`src/rtl/decode_pkg.sv`:
```
// Shared decode definitions: execution-unit classes, per-unit operation codes,
// RV32I major opcodes and immediate formats. Also used by the execute stage.
package decode_pkg;

  localparam int TAG_W_DEFAULT = 4;

  typedef enum logic [2:0] {
    XU_NOP       = 3'd0,
    XU_ALU       = 3'd1,
    XU_LUI_AUIPC = 3'd2,
    XU_BRANCH    = 3'd3,
    XU_JUMP      = 3'd4,
    XU_LOAD      = 3'd5,
    XU_STORE     = 3'd6
  } xu_t;

  // op is interpreted relative to xu_sel; ALU ops get the enum, other units reuse 4-bit codes.
  typedef enum logic [3:0] {
    ALU_ADD  = 4'd0,
    ALU_SUB  = 4'd1,
    ALU_AND  = 4'd2,
    ALU_OR   = 4'd3,
    ALU_XOR  = 4'd4,
    ALU_SLL  = 4'd5,
    ALU_SRL  = 4'd6,
    ALU_SRA  = 4'd7,
    ALU_SLT  = 4'd8,
    ALU_SLTU = 4'd9
  } op_t;

  localparam logic [3:0] BR_BEQ  = 4'd0, BR_BNE  = 4'd1, BR_BLT   = 4'd4;
  localparam logic [3:0] BR_BGE  = 4'd5, BR_BLTU = 4'd6, BR_BGEU  = 4'd7;
  localparam logic [3:0] LD_LB   = 4'd0, LD_LH   = 4'd1, LD_LW    = 4'd2;
  localparam logic [3:0] LD_LBU  = 4'd4, LD_LHU  = 4'd5;
  localparam logic [3:0] ST_SB   = 4'd0, ST_SH   = 4'd1, ST_SW    = 4'd2;
  localparam logic [3:0] JMP_JAL = 4'd0, JMP_JALR = 4'd1;
  localparam logic [3:0] U_LUI   = 4'd0, U_AUIPC = 4'd1;

  localparam logic [6:0] OP_R      = 7'b0110011;
  localparam logic [6:0] OP_I      = 7'b0010011;
  localparam logic [6:0] OP_LOAD   = 7'b0000011;
  localparam logic [6:0] OP_STORE  = 7'b0100011;
  localparam logic [6:0] OP_BRANCH = 7'b1100011;
  localparam logic [6:0] OP_JAL    = 7'b1101111;
  localparam logic [6:0] OP_JALR   = 7'b1100111;
  localparam logic [6:0] OP_LUI    = 7'b0110111;
  localparam logic [6:0] OP_AUIPC  = 7'b0010111;

  typedef enum logic [2:0] {
    FMT_R = 3'd0,
    FMT_I = 3'd1,
    FMT_S = 3'd2,
    FMT_B = 3'd3,
    FMT_U = 3'd4,
    FMT_J = 3'd5
  } fmt_t;

  function automatic op_t alu_op(input logic [2:0] funct3, input logic alt);
    op_t r;
    case (funct3)
      3'b000:  r = alt ? ALU_SUB : ALU_ADD;
      3'b001:  r = ALU_SLL;
      3'b010:  r = ALU_SLT;
      3'b011:  r = ALU_SLTU;
      3'b100:  r = ALU_XOR;
      3'b101:  r = alt ? ALU_SRA : ALU_SRL;
      3'b110:  r = ALU_OR;
      3'b111:  r = ALU_AND;
      default: r = ALU_ADD;
    endcase
    return r;
  endfunction

endpackage

```
`src/rtl/decode_imm_gen.sv`:
```
// Combinational immediate extraction; the sign always comes from instruction[31].
module imm_gen
  import decode_pkg::*;
(
  input  logic [31:0] instruction,
  input  fmt_t        fmt,
  output logic [31:0] imm
);

  // Assemble the immediate for the selected encoding format
  always_comb begin
    imm = 32'd0;
    case (fmt)
      FMT_I:   imm = {{20{instruction[31]}}, instruction[31:20]};
      FMT_S:   imm = {{20{instruction[31]}}, instruction[31:25], instruction[11:7]};
      FMT_B:   imm = {{19{instruction[31]}}, instruction[31], instruction[7],
                      instruction[30:25], instruction[11:8], 1'b0};
      FMT_U:   imm = {instruction[31:12], 12'd0};
      FMT_J:   imm = {{11{instruction[31]}}, instruction[31], instruction[19:12],
                      instruction[20], instruction[30:21], 1'b0};
      default: imm = 32'd0;
    endcase
  end

endmodule

```
`src/rtl/decode_stage.sv`:
```
// Decode stage: tracks the current fetch tag, squashes wrong-path instructions
// and registers a fully decoded RV32I operation for execute.
module decode_stage
  import decode_pkg::*;
#(
  parameter int          TAG_W     = TAG_W_DEFAULT,
  parameter int unsigned START_TAG = 0
) (
  input  logic             clk,
  input  logic             reset,
  input  logic [31:0]      instruction,
  input  logic [31:0]      NPC_in,
  input  logic [TAG_W-1:0] tag_in,
  input  logic             jump_taken,
  output logic [31:0]      NPC_out,
  output logic [TAG_W-1:0] tag_out,
  output logic [2:0]       xu_sel,
  output logic [3:0]       op,
  output logic [4:0]       rd,
  output logic [4:0]       rs1,
  output logic [4:0]       rs2,
  output logic [31:0]      imm,
  output logic             valid,
  output logic             illegal
);

  logic [TAG_W-1:0] curr_tag_q, curr_tag_d, tag_q, tag_d;
  logic [31:0]      npc_q, npc_d, imm_q, imm_d, imm_s;
  xu_t              xu_q, xu_d, xu_s;
  logic [3:0]       op_q, op_d, op_s;
  logic [4:0]       rd_q, rd_d, rs1_q, rs1_d, rs2_q, rs2_d;
  logic             valid_q, valid_d, illegal_q, illegal_d;
  logic [6:0]       opcode_s, f7_s;
  logic [2:0]       f3_s;
  fmt_t             fmt_s;
  logic             live_s, ill_s, keep_rd_s, keep_rs1_s, keep_rs2_s;

  imm_gen u_imm_gen (
    .instruction (instruction),
    .fmt         (fmt_s),
    .imm         (imm_s)
  );

  // Classify the incoming word and work out which register fields it really uses
  always_comb begin
    opcode_s   = instruction[6:0];
    f3_s       = instruction[14:12];
    f7_s       = instruction[31:25];
    live_s     = (tag_in == curr_tag_q) && !jump_taken;
    xu_s       = XU_NOP;
    op_s       = 4'd0;
    fmt_s      = FMT_R;
    ill_s      = 1'b0;
    keep_rd_s  = 1'b1;
    keep_rs1_s = 1'b1;
    keep_rs2_s = 1'b1;
    case (opcode_s)
      OP_R: begin
        xu_s  = XU_ALU;
        op_s  = alu_op(f3_s, f7_s[5]);
        ill_s = !((f7_s == 7'b0000000) ||
                  ((f7_s == 7'b0100000) && ((f3_s == 3'b000) || (f3_s == 3'b101))));
      end
      OP_I: begin
        xu_s = XU_ALU; fmt_s = FMT_I; keep_rs2_s = 1'b0;
        // Only the shift-right encoding treats funct7[5] as an opcode bit
        op_s  = alu_op(f3_s, (f3_s == 3'b101) && f7_s[5]);
        ill_s = ((f3_s == 3'b001) && (f7_s != 7'b0000000)) ||
                ((f3_s == 3'b101) && (f7_s != 7'b0000000) && (f7_s != 7'b0100000));
      end
      OP_LOAD: begin
        xu_s = XU_LOAD; fmt_s = FMT_I; keep_rs2_s = 1'b0;
        op_s  = {1'b0, f3_s};
        ill_s = (f3_s == 3'b011) || (f3_s[2:1] == 2'b11);
      end
      OP_STORE: begin
        xu_s = XU_STORE; fmt_s = FMT_S; keep_rd_s = 1'b0;
        op_s  = {1'b0, f3_s};
        ill_s = f3_s[2] || (f3_s == 3'b011);
      end
      OP_BRANCH: begin
        xu_s = XU_BRANCH; fmt_s = FMT_B; keep_rd_s = 1'b0;
        op_s  = {1'b0, f3_s};
        ill_s = (f3_s[2:1] == 2'b01);
      end
      OP_JAL: begin
        xu_s = XU_JUMP; fmt_s = FMT_J; op_s = JMP_JAL;
        keep_rs1_s = 1'b0; keep_rs2_s = 1'b0;
      end
      OP_JALR: begin
        xu_s = XU_JUMP; fmt_s = FMT_I; op_s = JMP_JALR; keep_rs2_s = 1'b0;
        ill_s = (f3_s != 3'b000);
      end
      OP_LUI, OP_AUIPC: begin
        xu_s = XU_LUI_AUIPC; fmt_s = FMT_U;
        op_s = (opcode_s == OP_LUI) ? U_LUI : U_AUIPC;
        keep_rs1_s = 1'b0; keep_rs2_s = 1'b0;
      end
      default: ill_s = 1'b1;
    endcase
  end

  // Next-state values: bubbles and illegal words carry no operands
  always_comb begin
    curr_tag_d = jump_taken ? curr_tag_q + TAG_W'(1) : curr_tag_q;
    tag_d      = tag_in;
    npc_d      = NPC_in;
    valid_d    = 1'b0;
    illegal_d  = 1'b0;
    xu_d       = XU_NOP;
    op_d       = 4'd0;
    rd_d       = 5'd0;
    rs1_d      = 5'd0;
    rs2_d      = 5'd0;
    imm_d      = 32'd0;
    if (live_s && ill_s) begin
      valid_d   = 1'b1;
      illegal_d = 1'b1;
    end else if (live_s) begin
      valid_d = 1'b1;
      xu_d    = xu_s;
      op_d    = op_s;
      rd_d    = keep_rd_s  ? instruction[11:7]  : 5'd0;
      rs1_d   = keep_rs1_s ? instruction[19:15] : 5'd0;
      rs2_d   = keep_rs2_s ? instruction[24:20] : 5'd0;
      imm_d   = imm_s;
    end else begin
      valid_d = 1'b0;
    end
  end

  // Pipeline register and current-tag tracker
  always_ff @(posedge clk or negedge reset) begin
    if (!reset) begin
      curr_tag_q <= TAG_W'(START_TAG);
      tag_q      <= '0;
      npc_q      <= 32'd0;
      valid_q    <= 1'b0;
      illegal_q  <= 1'b0;
      xu_q       <= XU_NOP;
      op_q       <= 4'd0;
      rd_q       <= 5'd0;
      rs1_q      <= 5'd0;
      rs2_q      <= 5'd0;
      imm_q      <= 32'd0;
    end else begin
      curr_tag_q <= curr_tag_d;
      tag_q      <= tag_d;
      npc_q      <= npc_d;
      valid_q    <= valid_d;
      illegal_q  <= illegal_d;
      xu_q       <= xu_d;
      op_q       <= op_d;
      rd_q       <= rd_d;
      rs1_q      <= rs1_d;
      rs2_q      <= rs2_d;
      imm_q      <= imm_d;
    end
  end

  assign NPC_out = npc_q;
  assign tag_out = tag_q;
  assign xu_sel  = xu_q;
  assign op      = op_q;
  assign rd      = rd_q;
  assign rs1     = rs1_q;
  assign rs2     = rs2_q;
  assign imm     = imm_q;
  assign valid   = valid_q;
  assign illegal = illegal_q;

endmodule

```
`config.mk`:
```
export PLATFORM = sky130hd
export DESIGN_NAME = decode_stage
export DESIGN_NICKNAME = d
export VERILOG_FILES = /design/src/rtl/decode_pkg.sv /design/src/rtl/decode_imm_gen.sv /design/src/rtl/decode_stage.sv
export SDC_FILE = /design/constraint.sdc
export NUM_CORES = 1
export LEC_CHECK = 0
export ABC_AREA = 1
export CAP_MARGIN = 20
export CORE_MARGIN = 3
export CORE_UTILIZATION = 42
export DETAILED_ROUTE_END_ITERATION = 12
export PLACE_DENSITY = 0.8
export SYNTH_ARGS = -nofsm -noshare
export SYNTH_HDL_FRONTEND = slang
export SYNTH_SLANG_ARGS = --single-unit
```
`constraint.sdc`:
```
create_clock -name clk -period 1.79 [get_ports clk]
set_input_delay 0.2685 -clock clk [delete_from_list [all_inputs] [get_ports clk]]
set_output_delay 0.2685 -clock clk [all_outputs]
set_load 0.05 [all_outputs]
```
; ---- Word-level counts from Yosys, hierarchy flattened
; Index checks and enable logic that the tools add are counted.
[op_classes]
shifts = 0
n_reduce_logical = 26
muxes = 30
bitwise = 0
n_addsub = 1
n_mul = 0
n_eq_ne = 26
n_lt_le_gt_ge = 0
div = 0
[op_table]
columns = cell, n
row1 = $pmux 32 s5, 1
row2 = $mux 32, 2
row3 = $pmux 4 s8, 2
row4 = $mux 5, 9
row5 = $eq 7x6->1 const B, 4
row6 = $eq 7x7->1 const B, 3
row7 = $pmux 4 s5, 1
row8 = $eq 3x3->1 const B, 6
row9 = $pmux 3 s6, 1
row10 = $pmux 3 s5, 1
row11 = $eq 7x5->1 const B, 2
row12 = $eq 3x2->1 const B, 4
row13 = $reduce_or 3->1, 3
row14 = $mux 1, 8
row15 = $mux 4, 2
row16 = $reduce_or 2->1, 4
row17 = $eq 7x2->1 const B, 1
row18 = $logic_and 1x1->1, 7
row19 = $logic_not 7->1, 1
row20 = $ne 7x6->1 const B, 1
row21 = $pmux 1 s7, 1
row22 = $reduce_bool 7->1, 1
row23 = $eq 3x1->1 const B, 2
row24 = $mux 3, 2
row25 = 9 further kinds, 14
[totals]
elab_cells = 94
ff_bits = 96
ram_bits = 0
latchBits = 0
romBits = 0
n_memories = 0

; ---- Logic depth before layout (Yosys ltp)
; Gate-level depths: netlist (run 1).
[depth]
word_depth = 8
mapped_depth = 12
mapped_depth_nobuf = 11

; ---- Hierarchy
; From an unflattened synthesis (run 1), not the netlist that was laid out.
[hier_totals]
hier_cells = 435
hier_area_um2 = 4098.9
[modules_own_cells]
columns = mod, cells_per_inst, area_each_um2, n_inst, seq_area_each_um2
row1 = decode_stage, 343, 3643.5, 1, 2402.3
row2 = imm_gen, 92, 455.4, 1, 0.0

; ---- Worst setup path after synthesis (run 1)
; OpenSTA, ideal clock, no wires.
[synth_timing]
path_type = flip-flop to flip-flop
startpoint = reg curr_tag_q[1]
endpoint = reg imm_q[19] (netlist: imm[19])
arrival_time_ns = 1.413
path_slack_ns = 0.299
stages_incl_launch_ff = 10
required_time_ns = 1.712
n_path_buf = 1
cell_sequence = dfrtp_1 inv_1 or2_2 nand2_1 nor3_4 inv_1 nor2_4 nand2_4 buf_6 a21oi_1
[synth_via]
elab_chain_cells = 4
word_cells_on_any_way = 5
cone_classes = 1 x eq/ne / 2 x mux / 2 x reduce/logical
[synth_rtl]
columns = element, line_no
row1 = from (decl), decode_stage.sv:27  ; logic [TAG_W-1:0] curr_tag_q, curr_tag_d, tag_q, tag_d;
row2 = from (signal assigned), decode_stage.sv:135  ; curr_tag_q <= TAG_W'(START_TAG);
row3 = from (signal assigned), decode_stage.sv:147  ; curr_tag_q <= curr_tag_d;
row4 = $eq 4x4->1 *, decode_stage.sv:49  ; live_s = (tag_in == curr_tag_q) && !jump_taken;
row5 = $logic_and 1x1->1 *, decode_stage.sv:49
row6 = $mux 32 / $logic_and 1x1->1 (equally long branches), "decode_stage.sv:119, decode_stage.sv:116"
row7 = $mux 32 *, decode_stage.sv:116  ; if (live_s && ill_s) begin
row8 = named net imm_d[19], decode_stage.sv:28  ; logic [31:0] npc_q, npc_d, imm_q, imm_d, imm_s;
row9 = to (signal assigned), decode_stage.sv:157  ; imm_q <= imm_d;
row10 = to (decl), decode_stage.sv:28
; The timed path passes the listed nets; every way through them passes the cells marked *.
; A chain may end at the register's enable or synchronous reset.

; ---- Final worst setup path (run 1)
[layout_timing]
startpoint = reg npc_q[22] (netlist: NPC_out[22])
endpoint = out NPC_out[22]
[layout_lines]
columns = element, line_no
row1 = from (decl), decode_stage.sv:28
row2 = from (signal assigned), decode_stage.sv:149  ; npc_q <= npc_d;
row3 = to (decl), decode_stage.sv:15  ; output logic [31:0] NPC_out,
; No word-level cell between the ends.

==> reports/qor.txt, run 1 <==
CP Cell Sequence: clkdlybuf4s50_1
largest net degree at the start of global routing: 39
Crit Path Max Fanout: 1
Post-DRT Antenna Nets: 0
Post-Route WL: 9.77 mm
largest family of logic cells by synthesized area: simple AND/OR/NAND/NOR gates
clock slew at reported path FFs: 90 ps
Initial Util: 0.438
Final Cell Area: 6010 um2
fin util: 0.721
IO Port Bufs: 162
worst endpoint required time: 1520 ps
GP Congestion: 0.838
Core ar.: 8340 um2
Synth Area in Compound Gates: 0.0671
CP top delay family: buffers and inverters
vias per cell: 4.73
Final #Nets: 622
Clock Latency Late Sink: 350 ps
grt met1 use: 0.248
H-tree Lvls: 3
Slowest-stage cell, CP: clkdlybuf4s50_1
Synth Register Bits: 96
min-delay src: instruction[13]
Final setup violation count: 0
CTS tree: built
Post-Synth Simple-Gate Area: 0.211
area delta synth->final: 64.5%
HPWL after DPL: 7.59 mm
antenna violations before repair: 0
Clock Power Share: 0.306
CP max stage delay: 810 ps
Peak supply drop: 0.379 mV
register area share after synthesis: 0.657
routed len/inst: 14.8 um
mux contribution to synthesized area: 0
met2 Track Usage GR: 0.347
first drt pass iteration count: 5
ANT cells: 0
Clock Path Buffers: 2
Max transition margin: 0.644
Cells after Synth: 332
share of cells above drive strength 1: 0.251
Ports: 163
gr usage total: 0.198
Critical Path Sink Type: output pin
Slew Viols, Final: 0
critical path class: reg -> out
root buffer cell: clkbuf_8
highest-count cells in the layout ignoring fill and taps: dfrtp_1 (96), clkdlybuf4s50_1 (95), buf_4 (76)
Buf+Inv Stages, Crit Path: 1
internal power: 0.00330 W
gr ovfl total: 0
first-pass GRT wire length: 15.4 mm
vias in the first global route: 3108
yosys warns: 0
Die Y: 99.3 um
Netlist cell types: 36
outcome: completed
Die ar.: 9860 um2
Row Count: 33
adder-cell share of the synthesized area: 0.00342
DR vias: 3119
Power Density: 755 nW/um2
most crowded layer after global routing: met2
CTS Sinks: 96
Worst-Margin Slew: 533 ps
placed cell areas: 5660 um2
min-delay worst type: in -> reg
MaxCap Viol Count: 0
# DRC: 0
Synth Net Count: 404
f_max: 569 MHz
Die Width: 99.3 um
switching share of total power: 0.273
worst r2r src: curr_tag_q[1]$_DFFE_PN0P_
syn_area_per_cell: 11.0 um2
Final min period: 1760 ps
Worst EP arrival: 1490 ps
worst setup path start: NPC_out[22]$_DFF_PN0_
commonest non-fill, non-tap cell in the layout: dfrtp_1
Leakage: 3.28 nW
Reg power frac: 0.511
fin crit share: 0.982
Layout Skew: 13.5 ps
xor and xnor area share after synthesis: 0.00719
synthesized area: 3650 um2
Gate power share: 0.183
total CTS buffers: 9
final hold vios: 0
Sw Pwr: 0.00124 W
GR Util met3: 0.0288
startpoint types: register
initial drt markers: 138
-- layout make-up --
type	instances	area, um2
fill	583	2330
clock buffer	11	141
clock inverter	4	53.8
multi-input combinational	191	1110
timing repair buffer	212	2020
tap	105	131
sequential	96	2400
inverter	40	150
-- metrics by stage --
stage          power, W  TNS [ps]  instances  setup slack, ps  hold WS [ps]
2_1_floorplan   0.00277         0        332              299         -27.1
3_3_place_gp    0.00317    -12040        641             -286           174
3_5_place_dp    0.00319    -13800        641             -355           178
4_1_cts         0.00459         0        657             3.06           331
5_1_grt         0.00477     -1590        659            -63.3           321
6_report        0.00454         0        659             32.2           298
-- final timing paths --
path / cells past startpoint / endpoint / slack [ps]
max: 1 / NPC_out[22] / 30
min: 3 / imm[13]$_DFF_PN0_ / 300
max reg2reg: 8 / imm[16]$_DFF_PN0_ / 120
min reg2reg: 1 / curr_tag_q[0]$_DFFE_PN0P_ / 560
max in group asynchronous: 3 / op[0]$_DFF_PN0_ / 860
min in group asynchronous: 2 / NPC_out[29]$_DFF_PN0_ / 340
-- registers in the layout, indices dropped and copies added, names as in the netlist --
register	flops
imm	32
curr_tag_q	4
rs1	5
NPC_out	32
tag_out	4
op	4
illegal	1
valid	1
rs2	5
rd	5
xu_sel	3
-- synth_stat cells --
| cell | instances | area, um2 |
|---|---|---|
| nor3_2 | 2 | 20.0 |
| a21oi_1 | 15 | 75.1 |
| clkbuf_1 | 1 | 3.75 |
| nand2_4 | 1 | 11.3 |
| o22ai_1 | 1 | 6.26 |
| nor2_2 | 6 | 37.5 |
| or2_2 | 2 | 12.5 |
| a21oi_4 | 2 | 32.5 |
| o31ai_1 | 1 | 7.51 |
| nor2_4 | 4 | 45.0 |
| nor2_1 | 31 | 116 |
| nor3_4 | 1 | 16.3 |
| o21ai_0 | 3 | 15.0 |
| nor3_1 | 9 | 45.0 |
| nand3_2 | 2 | 20.0 |
| nand3_1 | 15 | 75.1 |
| a31oi_1 | 1 | 6.26 |
| a32oi_1 | 2 | 17.5 |
| a211oi_1 | 2 | 15.0 |
| nand3_4 | 2 | 35.0 |
| inv_2 | 6 | 22.5 |
| nand2_2 | 6 | 37.5 |
| o21ai_2 | 1 | 8.76 |
| ha_1 | 1 | 12.5 |
| o21ai_1 | 2 | 10.0 |
| dfrtp_1 | 96 | 2400 |
| o21a_1 | 1 | 7.51 |
| nand4_1 | 3 | 18.8 |
| xor2_1 | 3 | 26.3 |
| nand4_4 | 1 | 21.3 |
| a21oi_2 | 5 | 43.8 |
| inv_1 | 34 | 128 |
| nor3b_1 | 4 | 30.0 |
| buf_2 | 2 | 10.0 |
| nand2_1 | 61 | 229 |
| buf_6 | 3 | 33.8 |
-- per-layer routing --
layer	wire, um	vias up
li1	-	1493
met3	658	12
met1	3860	1489
met2	5100	125
met5	0	-
met4	153	0
-- cell families (layout without fill, tap and decap cells) --
logic type / after synthesis / in the layout
AOI/OAI and AO/OA: 36 / 36
adders and majority gates: 1 / 1
DFF: 96 / 96
xor gates and xnor gates: 3 / 3
and+or+nand+nor: 150 / 151
buffers and inverters: 46 / 267
-- what timing repair did --
item,in CTS,in global routing
gates cloned,0,1
resized for setup,4,46
pin swaps,0,4
hold endpoints to repair,21,0
hold buffers,1,0
endpoints found under the setup margin,4,62
setup buffers,0,1
-- power by group through the flow --
stage | registers, W | clock network [W] | logic (W)
after CTS | 0.00232 | 0.00143 | 0.000834
after floorplan | 0.00254 | 0 | 0.000229
after global placement | 0.00236 | 0 | 0.000807
final | 0.00232 | 0.00139 | 0.000831
after detailed placement | 0.00237 | 0 | 0.000829
after global routing | 0.00233 | 0.00153 | 0.000906
(Power assumes the default switching activity.)
==> run 2, diff against run 1 <==
--- a/config.mk
+++ b/config.mk
@@ -10,6 +10,7 @@
 export CORE_MARGIN = 3
 export CORE_UTILIZATION = 42
 export DETAILED_ROUTE_END_ITERATION = 12
+export GPL_TIMING_DRIVEN = 1
 export PLACE_DENSITY = 0.8
 export SYNTH_ARGS = -nofsm -noshare
 export SYNTH_HDL_FRONTEND = slang
==> results of run 2 <==
No change in the layout: final DEF, timing and power equal those of run 1.
==> run 3, diff against run 2 <==
--- a/config.mk
+++ b/config.mk
@@ -8,10 +8,11 @@
 export ABC_AREA = 1
 export CAP_MARGIN = 20
 export CORE_MARGIN = 3
-export CORE_UTILIZATION = 42
+export CORE_UTILIZATION = 43
+export CTS_BUF_LIST = sky130_fd_sc_hd__clkbuf_2
 export DETAILED_ROUTE_END_ITERATION = 12
 export GPL_TIMING_DRIVEN = 1
-export PLACE_DENSITY = 0.8
+export PLACE_DENSITY = 0.82
 export SYNTH_ARGS = -nofsm -noshare
 export SYNTH_HDL_FRONTEND = slang
 export SYNTH_SLANG_ARGS = --single-unit
==> run 3 against run 2 <==
Against the previous run:
- via count is essentially flat
- power shrank 8.8%
- design area shrank 5.2%
- setup slack gained 7.0 ps
- global-route usage grew 2.1 points
- die area shrank 2.2%
- combinational power grew 2%
- critical path type is now reg -> reg
- critical endpoint is now imm[25]$_DFF_PN0_
==> reports/qor.txt, run 3 (synthesized netlist as in run 1, its figures left out) <==
ANT cells: 0
internal power: 0.00282 W
Clock Path Buffers: 2
initial drt markers: 107
CP Cell Sequence: nand2_1 -> nand4_1 -> nor3_4 -> nand4_4 -> nor2_4 -> nand3_1 -> nand2_2
Post-Route WL: 10.6 mm
area delta synth->final: 55.9%
MaxCap Viol Count: 0
vias per cell: 4.74
Leakage: 2.86 nW
flop-to-flop setup slack: 40 ps
Final setup violation count: 0
Power Density: 727 nW/um2
Row Count: 32
FF+latch area: 2400 um2
share of cells above drive strength 1: 0.340
Final min period: 1750 ps
Worst Hold Endpoint: NPC_out[10]$_DFF_PN0_
Max transition margin: 0.449
Critical R2R Capture: imm[25]$_DFF_PN0_
Slew Viols, Final: 0
Peak supply drop: 0.427 mV
f_max: 571 MHz
worst setup path start: curr_tag_q[2]$_DFFE_PN0P_
worst r2r src: curr_tag_q[2]$_DFFE_PN0P_
# DRC: 0
largest net degree at the start of global routing: 43
startpoint types: register
commonest non-fill, non-tap cell in the layout: dfrtp_1
fillcell total: 627
Post-DRT Antenna Nets: 0
first drt pass iteration count: 5
hold depth: 1
Initial Util: 0.459
CP top delay family: simple AND/OR/NAND/NOR gates
Clock Power Share: 0.235
area of the multi-input gates: 1160 um2
outcome: completed
DR vias: 3117
root buffer cell: clkbuf_2
clock slew at reported path FFs: 280 ps
IO Port Bufs: 162
Worst EP arrival: 2270 ps
worst endpoint required time: 2300 ps
final worst slack: 39.2 ps
Ports: 163
CTS tree: built
Core ar.: 7970 um2
Finished Layout Cells: 658
Gate power share: 0.204
total CTS buffers: 9
antenna violations before repair: 0
HPWL after DPL: 8.10 mm
Clock Latency Late Sink: 580 ps
fin crit share: 0.978
Reg power frac: 0.561
Buf+Inv Stages, Crit Path: 0
first-pass GRT wire length: 16.6 mm
Cell Count Post-Placement: 637
highest-count cells in the layout ignoring fill and taps: dfrtp_1 (96), clkdlybuf4s50_1 (69), buf_4 (69)
Worst-Margin Slew: 821 ps
CTS Sinks: 96
min-delay src: NPC_in[10]
min-delay worst type: in -> reg
R2R cell count: 7
Critical Path Sink Type: register
switching share of total power: 0.320
Slowest-stage cell, CP: dfrtp_1
gr ovfl total: 0
gr usage total: 0.219
post-place setup slack: -370 ps
Crit Path Max Fanout: 5
RSZ-0062 raised after global routing: yes
Final #Nets: 623
CP max stage delay: 480 ps
GP Congestion: 0.863
Die ar.: 9640 um2
final hold vios: 0
critical path class: reg -> reg
Die Width: 98.2 um
Die Y: 98.2 um
Layout Skew: 31.4 ps
H-tree Lvls: 3
routed len/inst: 16.2 um
vias in the first global route: 3161
Sw Pwr: 0.00132 W
## run 3: per-stage QoR
stage	total power (W)	utilization	area [um2]	hold WS [ps]	setup TNS [ps]
after global placement	0.00317	0.712	5670	222	-10450
final	0.00414	0.715	5700	75.4	0
after detailed placement	0.00320	0.712	5670	230	-15660
after CTS	0.00415	0.718	5720	51.7	0
after floorplan	0.00277	-	3650	-27.1	0
after global routing	0.00436	0.715	5700	-3.32	-1100
## run 3: worst max-delay path by stage
stage / end / slack, ps / cells after the start
3_5_place_dp: imm[8]$_DFF_PN0_ / -370 / 10
3_3_place_gp: imm[7]$_DFF_PN0_ / -250 / 10
2_1_floorplan: imm[19]$_DFF_PN0_ / 300 / 9
5_1_grt: imm[25]$_DFF_PN0_ / -80 / 7
4_1_cts: imm[21] / 0.7 / 1
6_report: imm[25]$_DFF_PN0_ / 40 / 7
## run 3: repair_timing
item,4_1_cts,5_1_grt
gates cloned,0,2
endpoints found under the setup margin,73,95
hold buffers,1,0
gates resized for setup,89,114
setup buffers,1,1
pin swaps,0,11
hold endpoints to repair,96,0
## run 3: metal layers
layer	GRT usage	up-vias	routed length, um
met5	0	-	0
met4	0.0557	0	144
met3	0.0543	12	730
met2	0.386	123	5700
met1	0.269	1494	4070
li1	-	1488	-
## run 3: power by group through the flow
stage | logic [W] | clock network, W | registers (W)
after floorplan | 0.000229 | 0 | 0.00254
after global placement | 0.000807 | 0 | 0.00236
after detailed placement | 0.000832 | 0 | 0.00237
after CTS | 0.000829 | 0.000994 | 0.00232
after global routing | 0.000913 | 0.00112 | 0.00233
final | 0.000845 | 0.000974 | 0.00232
## run 3: area by class of cell
class	instances	area share
flip-flops and latches	96	0.422
well taps	102	0.0224
inverters	40	0.0264
repair buffers	212	0.309
multi-input cells	192	0.203
clock inverters	7	0.00944
clock buffers	9	0.00791
## run 3: worst reg2reg max path: stages (launching register included)
cell and delay [ps]:
dfrtp_1 480, nand2_1 80, nand4_1 140, nor3_4 330, nand4_4 190, nor2_4 260, nand3_1 130, nand2_2 80
